## config.mk

```make
export PLATFORM = sky130hd
export DESIGN_NAME = calendar_clock_counter_flat
export DESIGN_NICKNAME = d
export VERILOG_FILES = /design/src/rtl/calendar_clock_counter_if.sv /design/src/rtl/calendar_clock_counter.sv /design/src/flat_wrapper.sv
export SDC_FILE = /design/constraint.sdc
export NUM_CORES = 1
export LEC_CHECK = 0
export ABC_AREA = 0
export CORE_ASPECT_RATIO = 1.1
export CORE_MARGIN = 2
export CORE_UTILIZATION = 52
export CTS_CLUSTER_SIZE = 12
export DETAILED_ROUTE_END_ITERATION = 12
export PLACE_DENSITY = 0.86
export SLEW_MARGIN = 20
export SYNTH_ARGS = -nofsm -noshare
export SYNTH_HDL_FRONTEND = slang
export SYNTH_SLANG_ARGS = --single-unit
```

## constraint.sdc

```tcl
create_clock -name clk -period 21.4 [get_ports clk]
set_clock_uncertainty 0.05 [all_clocks]
set_input_delay 3.21 -clock clk [delete_from_list [all_inputs] [get_ports clk]]
set_output_delay 3.21 -clock clk [all_outputs]
set_load 0.05 [all_outputs]
```

## src/rtl/calendar_clock_counter_if.sv

```systemverilog
// Bus bundle for calendar_clock_counter: enable, load request/fields and the
// time/date outputs with their strobes. The alarm signals exist only when
// CAL_ALARM_EN is defined.
interface calendar_clock_counter_if #(
  parameter int YEAR_W = 12
) ();
  logic              en;
  logic              load;
  logic [5:0]        ld_sec;
  logic [5:0]        ld_min;
  logic [4:0]        ld_hrs;
  logic [4:0]        ld_day;
  logic [3:0]        ld_month;
  logic [YEAR_W-1:0] ld_year;
  logic [5:0]        sec;
  logic [5:0]        min;
  logic [4:0]        hrs;
  logic [4:0]        day;
  logic [3:0]        month;
  logic [YEAR_W-1:0] year;
  logic              leap;
  logic              new_day;
  logic              new_year;
  logic              load_err;
`ifdef CAL_ALARM_EN
  logic              alarm_set;
  logic [4:0]        al_hrs;
  logic [5:0]        al_min;
  logic              alarm_clr;
  logic              alarm;
`endif

  modport master (
`ifdef CAL_ALARM_EN
    output alarm_set, al_hrs, al_min, alarm_clr,
    input  alarm,
`endif
    output en, load, ld_sec, ld_min, ld_hrs, ld_day, ld_month, ld_year,
    input  sec, min, hrs, day, month, year, leap, new_day, new_year, load_err
  );

  modport slave (
`ifdef CAL_ALARM_EN
    input  alarm_set, al_hrs, al_min, alarm_clr,
    output alarm,
`endif
    input  en, load, ld_sec, ld_min, ld_hrs, ld_day, ld_month, ld_year,
    output sec, min, hrs, day, month, year, leap, new_day, new_year, load_err
  );
endinterface

```

## src/rtl/calendar_clock_counter.sv

```systemverilog
// calendar_clock_counter: time-of-day + Gregorian calendar counter with an
// internal seconds prescaler and validated parallel load.
// Optional feature macro: CAL_ALARM_EN (sticky hh:mm alarm).
module calendar_clock_counter #(
  parameter int TICK_DIV   = 1,
  parameter int YEAR_W     = 12,
  parameter int START_YEAR = 2000
) (
  input logic                     clk,
  input logic                     rst,
  calendar_clock_counter_if.slave bus
);
  localparam int            PW   = (TICK_DIV > 1) ? $clog2(TICK_DIV) : 1;
  localparam logic [PW-1:0] PMAX = PW'(TICK_DIV - 1);

  logic [PW-1:0]     presc_q, presc_n;
  logic [5:0]        sec_q, sec_n, min_q, min_n;
  logic [4:0]        hrs_q, hrs_n, day_q, day_n;
  logic [3:0]        mon_q, mon_n;
  logic [YEAR_W-1:0] year_q, year_n;
  logic              nd_q, nd_n, ny_q, ny_n, err_q, err_n;
  logic              sec_tick, ld_ok;

  function automatic logic is_leap(input logic [YEAR_W-1:0] y);
    logic [31:0] v;
    v = 32'(y);
    return ((v % 32'd4) == 32'd0) &&
           (((v % 32'd100) != 32'd0) || ((v % 32'd400) == 32'd0));
  endfunction

  function automatic logic [4:0] day_max(input logic [3:0] m, input logic lp);
    case (m)
      4'd4, 4'd6, 4'd9, 4'd11: return 5'd30;
      4'd2:                    return lp ? 5'd29 : 5'd28;
      default:                 return 5'd31;
    endcase
  endfunction

  assign sec_tick = bus.en && (presc_q == PMAX);

  assign ld_ok = (bus.ld_sec <= 6'd59) && (bus.ld_min <= 6'd59) &&
                 (bus.ld_hrs <= 5'd23) &&
                 (bus.ld_month >= 4'd1) && (bus.ld_month <= 4'd12) &&
                 (bus.ld_day >= 5'd1) &&
                 (bus.ld_day <= day_max(bus.ld_month, is_leap(bus.ld_year)));

  // Next-state: valid load wins over the tick; a rejected load leaves the
  // prescaler and time running as if no load had been requested.
  always_comb begin
    presc_n = presc_q;
    sec_n   = sec_q;
    min_n   = min_q;
    hrs_n   = hrs_q;
    day_n   = day_q;
    mon_n   = mon_q;
    year_n  = year_q;
    nd_n    = 1'b0;
    ny_n    = 1'b0;
    err_n   = 1'b0;
    if (bus.load && ld_ok) begin
      presc_n = '0;
      sec_n   = bus.ld_sec;
      min_n   = bus.ld_min;
      hrs_n   = bus.ld_hrs;
      day_n   = bus.ld_day;
      mon_n   = bus.ld_month;
      year_n  = bus.ld_year;
    end else begin
      err_n = bus.load;
      if (bus.en) presc_n = (presc_q == PMAX) ? '0 : presc_q + PW'(1);
      if (sec_tick) begin
        if (sec_q == 6'd59) begin
          sec_n = '0;
          if (min_q == 6'd59) begin
            min_n = '0;
            if (hrs_q == 5'd23) begin
              hrs_n = '0;
              nd_n  = 1'b1;
              if (day_q == day_max(mon_q, is_leap(year_q))) begin
                day_n = 5'd1;
                if (mon_q == 4'd12) begin
                  mon_n  = 4'd1;
                  year_n = year_q + YEAR_W'(1);
                  ny_n   = 1'b1;
                end else begin
                  mon_n = mon_q + 4'd1;
                end
              end else begin
                day_n = day_q + 5'd1;
              end
            end else begin
              hrs_n = hrs_q + 5'd1;
            end
          end else begin
            min_n = min_q + 6'd1;
          end
        end else begin
          sec_n = sec_q + 6'd1;
        end
      end
    end
  end

  // State register with synchronous reset.
  always_ff @(posedge clk) begin
    if (rst) begin
      presc_q <= '0;
      sec_q   <= '0;
      min_q   <= '0;
      hrs_q   <= '0;
      day_q   <= 5'd1;
      mon_q   <= 4'd1;
      year_q  <= YEAR_W'(START_YEAR);
      nd_q    <= 1'b0;
      ny_q    <= 1'b0;
      err_q   <= 1'b0;
    end else begin
      presc_q <= presc_n;
      sec_q   <= sec_n;
      min_q   <= min_n;
      hrs_q   <= hrs_n;
      day_q   <= day_n;
      mon_q   <= mon_n;
      year_q  <= year_n;
      nd_q    <= nd_n;
      ny_q    <= ny_n;
      err_q   <= err_n;
    end
  end

  assign bus.sec      = sec_q;
  assign bus.min      = min_q;
  assign bus.hrs      = hrs_q;
  assign bus.day      = day_q;
  assign bus.month    = mon_q;
  assign bus.year     = year_q;
  assign bus.leap     = is_leap(year_q);
  assign bus.new_day  = nd_q;
  assign bus.new_year = ny_q;
  assign bus.load_err = err_q;

`ifdef CAL_ALARM_EN
  logic [4:0] al_h_q;
  logic [5:0] al_m_q;
  logic       alarm_q, time_upd, al_match;

  assign time_upd = (bus.load && ld_ok) || sec_tick;
  assign al_match = time_upd && (hrs_n == al_h_q) && (min_n == al_m_q) &&
                    (sec_n == 6'd0);

  // Alarm time latch and sticky flag; a match wins over a same-cycle clear.
  always_ff @(posedge clk) begin
    if (rst) begin
      al_h_q  <= '0;
      al_m_q  <= '0;
      alarm_q <= 1'b0;
    end else begin
      if (bus.alarm_set) begin
        al_h_q <= bus.al_hrs;
        al_m_q <= bus.al_min;
      end
      if (al_match)           alarm_q <= 1'b1;
      else if (bus.alarm_clr) alarm_q <= 1'b0;
    end
  end

  assign bus.alarm = alarm_q;
`endif
endmodule
```

## src/flat_wrapper.sv

```systemverilog
// flat-port wrapper written by rule: the top's interface ports become plain ports
module calendar_clock_counter_flat 
#(
  parameter int TICK_DIV   = 1,
  parameter int YEAR_W     = 12,
  parameter int START_YEAR = 2000
)
  (clk, rst, bus_en, bus_load, bus_ld_sec, bus_ld_min, bus_ld_hrs, bus_ld_day, bus_ld_month, bus_ld_year, bus_sec, bus_min, bus_hrs, bus_day, bus_month, bus_year, bus_leap, bus_new_day, bus_new_year, bus_load_err);
  calendar_clock_counter_if #(.YEAR_W(YEAR_W)) bus_i ();
  input logic clk;
  input logic rst;
  input wire logic [$bits(bus_i.en)-1:0] bus_en;
  input wire logic [$bits(bus_i.load)-1:0] bus_load;
  input wire logic [$bits(bus_i.ld_sec)-1:0] bus_ld_sec;
  input wire logic [$bits(bus_i.ld_min)-1:0] bus_ld_min;
  input wire logic [$bits(bus_i.ld_hrs)-1:0] bus_ld_hrs;
  input wire logic [$bits(bus_i.ld_day)-1:0] bus_ld_day;
  input wire logic [$bits(bus_i.ld_month)-1:0] bus_ld_month;
  input wire logic [$bits(bus_i.ld_year)-1:0] bus_ld_year;
  output wire logic [$bits(bus_i.sec)-1:0] bus_sec;
  output wire logic [$bits(bus_i.min)-1:0] bus_min;
  output wire logic [$bits(bus_i.hrs)-1:0] bus_hrs;
  output wire logic [$bits(bus_i.day)-1:0] bus_day;
  output wire logic [$bits(bus_i.month)-1:0] bus_month;
  output wire logic [$bits(bus_i.year)-1:0] bus_year;
  output wire logic [$bits(bus_i.leap)-1:0] bus_leap;
  output wire logic [$bits(bus_i.new_day)-1:0] bus_new_day;
  output wire logic [$bits(bus_i.new_year)-1:0] bus_new_year;
  output wire logic [$bits(bus_i.load_err)-1:0] bus_load_err;
  assign bus_i.en = bus_en;
  assign bus_i.load = bus_load;
  assign bus_i.ld_sec = bus_ld_sec;
  assign bus_i.ld_min = bus_ld_min;
  assign bus_i.ld_hrs = bus_ld_hrs;
  assign bus_i.ld_day = bus_ld_day;
  assign bus_i.ld_month = bus_ld_month;
  assign bus_i.ld_year = bus_ld_year;
  assign bus_sec = bus_i.sec;
  assign bus_min = bus_i.min;
  assign bus_hrs = bus_i.hrs;
  assign bus_day = bus_i.day;
  assign bus_month = bus_i.month;
  assign bus_year = bus_i.year;
  assign bus_leap = bus_i.leap;
  assign bus_new_day = bus_i.new_day;
  assign bus_new_year = bus_i.new_year;
  assign bus_load_err = bus_i.load_err;
  calendar_clock_counter #(.TICK_DIV(TICK_DIV), .YEAR_W(YEAR_W), .START_YEAR(START_YEAR)) u_core (.clk(clk), .rst(rst), .bus(bus_i));
endmodule
```

==> flow_metrics.py <==
metrics = {
    "worst_hold_path": {
        "min-delay-start": "u_core.bus.month[3]",
        "holdPathStages": 2,
        "hold_class": "reg -> reg",
    },
    "grt": {
        "grt_pass1_wl_um": 24900,
        "grt_usage_pct": 27.7,
        "grt_pass1_vias": 5470,
        "grt-ovfl-total": 0,
        "grt_start_max_net_pins": 58,
        "antenna_found_initial": 0,
    },
    "timing": {
        "fmax_mhz": 97.2,
        "fin_hold_ws_ps": 513,
        "slew-limit-headroom_pct": 42.6,
        "post-route-period-util_pct": 48.1,
        "hold_viol_final": 0,
        "fin_tns_setup_ps": 0,
        "period_minus_slack_ps": 10280,
        "worst_pin_slew_ps": 861,
        "rsz0062_at_grt": "false",
        "setup_violations": 0,
        "slew_violations": 0,
    },
    "power_and_ir_drop": {
        "power_leakage_nw": 2.09,
        "p_total_uw": 383,
        "irDropWorstVdd_mv": 0.0445,
        "power.density_nw_per_um2": 65.2,
    },
    "route": {
        "drt_wl_total_um": 14900,
        "wire_per_inst_um": 17.1,
        "vias": 5949,
        "drt-initial-drc-count": 466,
        "drc": 0,
        "vias_per_cell": 6.84,
        "firstDrtPassIters": 5,
        "ant_nets": 0,
    },
    "critical_path": {
        "cp-start-kind": "input port",
        "end_kind": "flip-flop",
        "cp.required_ps": 21590,
        "reg2reg_depth": 18,
        "slowest_delay_ps": 710,
        "critical-path-top-delay-family": "compound AO/OA/AOI/OAI gates",
        "r2r_start": "u_core.bus.year[8]",
        "critPathKind": "in -> reg",
        "critPathMostFrequentCell": "nor3_1",
        "slowest_stage": "o21a_1",
        "worstPathMaxFanout": 24,
        "timing.critical_path.buf_inv": 1,
        "worst-path-stages": 26,
        "crit_start": "bus_ld_year[8]",
        "cp.arrival_ps": 10480,
    },
    "floorplan": {
        "dieArea_um2": 10300,
        "pin_count": 84,
        "chipHeight_um": 106,
        "coreArea_um2": 9310,
        "die_width_um": 97.1,
        "rows": 37,
        "initial_core_util_pct": 53.2,
    },
    "final_layout": {
        "nets": 808,
        "regArea_um2": 821,
        "layout.cells.non_filler": 870,
        "multi_input_area_um2": 3850,
        "final_core_util_pct": 63.1,
        "area_growth_pct": 18.5,
        "layout-drive-gt1-share_pct": 5.18,
        "fillers": 826,
        "antenna_cells": 0,
    },
    "synth": {
        "postSynthCellCount": 708,
        "ys_warn_count": 0,
        "seq_area_frac_synth_pct": 16.6,
        "synth_flop_cell": "dfxtp_1",
        "async_flop_share_pct": 0,
        "synth_edf_count": 0,
        "syn_area_um2": 4950,
        "syn_nets": 764,
        "ys_ff_latch": 41,
        "avgSynthCellArea_um2": 7.00,
        "synth_cell_types": 84,
    },
    "clock_tree": {
        "cts_setup_buffers": 0,
        "clk_latency_ps": 300,
        "holdBufCountCts": 0,
        "tritoncts": "done",
        "clk_path_buf_depth": 2,
        "htreeDepth": 2,
        "ctsResizeCount": 0,
        "cts.sinks": 41,
        "root_buffer": "clkbuf_8",
        "clk_pin_slew_worst_paths_ps": 90,
        "numCtsBuffers": 5,
    },
    "placed_design": {
        "place_inst": 862,
        "portBuffers": 83,
        "hpwl_um": 10800,
        "gp_congestion": 0.943,
    },
    "status": {
        "status": "finished clean",
    },
    "flow_run": {
        "maxCapViolCount": 0,
    },
}
==> layout by cell type (no fill, tap or decap), types with 7 or more instances in the layout <==
master           synthesis  final
a211o_1                  8      8
o211a_1                  8      8
mux2i_1                  7      7
o22ai_1                  7      7
dfxtp_1                 41     41
inv_1                   22     22
o21ai_0                 30     29
nand3_1                 27     27
nor3_1                  52     52
o21a_1                   7      7
or4_1                   13     13
a311oi_1                 7      7
ha_1                    14     14
a211oi_1                26     26
nand2_1                 58     58
o2111ai_1                9      9
clkdlybuf4s50_1          0     83
nor4_1                  11     11
a31oi_1                 12     12
o211ai_1                11     11
o31ai_1                 14     14
or3_1                    7      7
nor2_1                  76     76
and3_1                  10     10
a21oi_1                 44     44
a21o_1                   8      8
nand4_1                 18     18
==> Yosys cell counts, drive strengths merged, types with 4 or more instances <==
cell type	count	area [µm²]
o21ai	34	178
a311oi	8	87.6
clkbuf	35	131
or3	7	43.8
a21oi	44	220
nand3b	4	30.0
o21a	7	52.6
a211oi	27	208
nand2b	6	37.5
a2111oi	4	35.0
nor3	57	329
buf	14	82.6
a41oi	4	35.0
nor2	76	285
o211ai	12	95.1
o22ai	8	56.3
a211o	8	70.1
a21o	8	60.1
o31ai	14	105
or4	13	97.6
o2111ai	9	78.8
a31oi	12	75.1
xor2	6	52.6
o311ai	6	60.1
mux2i	7	70.1
inv	23	86.3
nand4	18	113
nand4b	4	35.0
and3	10	62.6
ha	14	175
nand3	27	135
o211a	9	97.6
nand2	58	218
xnor2	5	43.8
nor4	11	68.8
dfxtp	41	821
==> registers in the layout, summed over array words and instances, names as in the netlist <==
| name | count |
|---|---|
| u_core.bus.hrs | 5 |
| u_core.bus.day | 5 |
| u_core.bus.load_err | 1 |
| u_core.bus.sec | 6 |
| u_core.bus.month | 4 |
| u_core.bus.min | 6 |
| u_core.bus.new_day | 1 |
| u_core.bus.new_year | 1 |
| u_core.bus.year | 12 |
==> routing by layer <==
layer | up-vias | global-route usage (%) | part of all wire [%]
li1 | 2854 | - | -
met1 | 2798 | 35.0 | 42
met2 | 266 | 49.1 | 50
met3 | 31 | 2.50 | 5.8
met4 | 0 | 9.76 | 1.9
met5 | - | 0 | 0
==> power breakdown <==
part           leakage [nW]  internal [mW]  total (mW)  switching [mW]
Combinational          1.70         0.0846       0.219           0.135
Sequential            0.338         0.0831      0.0992          0.0161
Clock                0.0554         0.0351      0.0641          0.0291
Total                  2.09          0.203       0.383           0.180
==> cell type report <==
type,instances,share of cell area (%)
Clock buffer,6,1.24
Tap cell,117,2.49
Inverter,24,1.53
Clock inverter,2,0.661
Sequential cell,41,14.0
Timing Repair Buffer,86,14.5
Multi-Input combinational cell,594,65.6
==> final timing paths <==
check / to / slack [ps]
worst min register to register: u_core.bus.month[3] / 510
worst max-delay path: u_core.bus.year[7] / 11120
worst min-delay path: u_core.bus.month[3] / 510
worst max register to register: u_core.bus.year[2] / 15130
==> metrics by stage <==
| stage | setup WS (ps) | cell area [µm²] |
|---|---|---|
| 2_1_floorplan | 12270 | 4950 |
| 5_1_grt | 10240 | 5870 |
| 3_3_place_gp | 11290 | 5750 |
| 3_5_place_dp | 10940 | 5750 |
| 4_1_cts | 11200 | 5860 |
| 6_report | 11120 | 5870 |
==> tightest hold or removal path, cell delays in order, from the launching register on <==
cell and delay, ps:
dfxtp_1 360, o41ai_1 80, a311oi_1 80
==> cells by family (layout without fill, tap and decap cells) <==
family	count (synthesis)	after routing	synth area share [%]
adder cells (fa/ha/maj)	15	15	3.74
flip-flops	41	41	16.6
buffers and inverters	73	118	6.14
AND/OR/NAND/NOR	310	310	32.5
AO/OA/AOI/OAI	250	250	37.4
multiplexers	8	8	1.64
XOR/XNOR	11	11	1.94
Note: power is estimated with default switching activity, not from simulation.
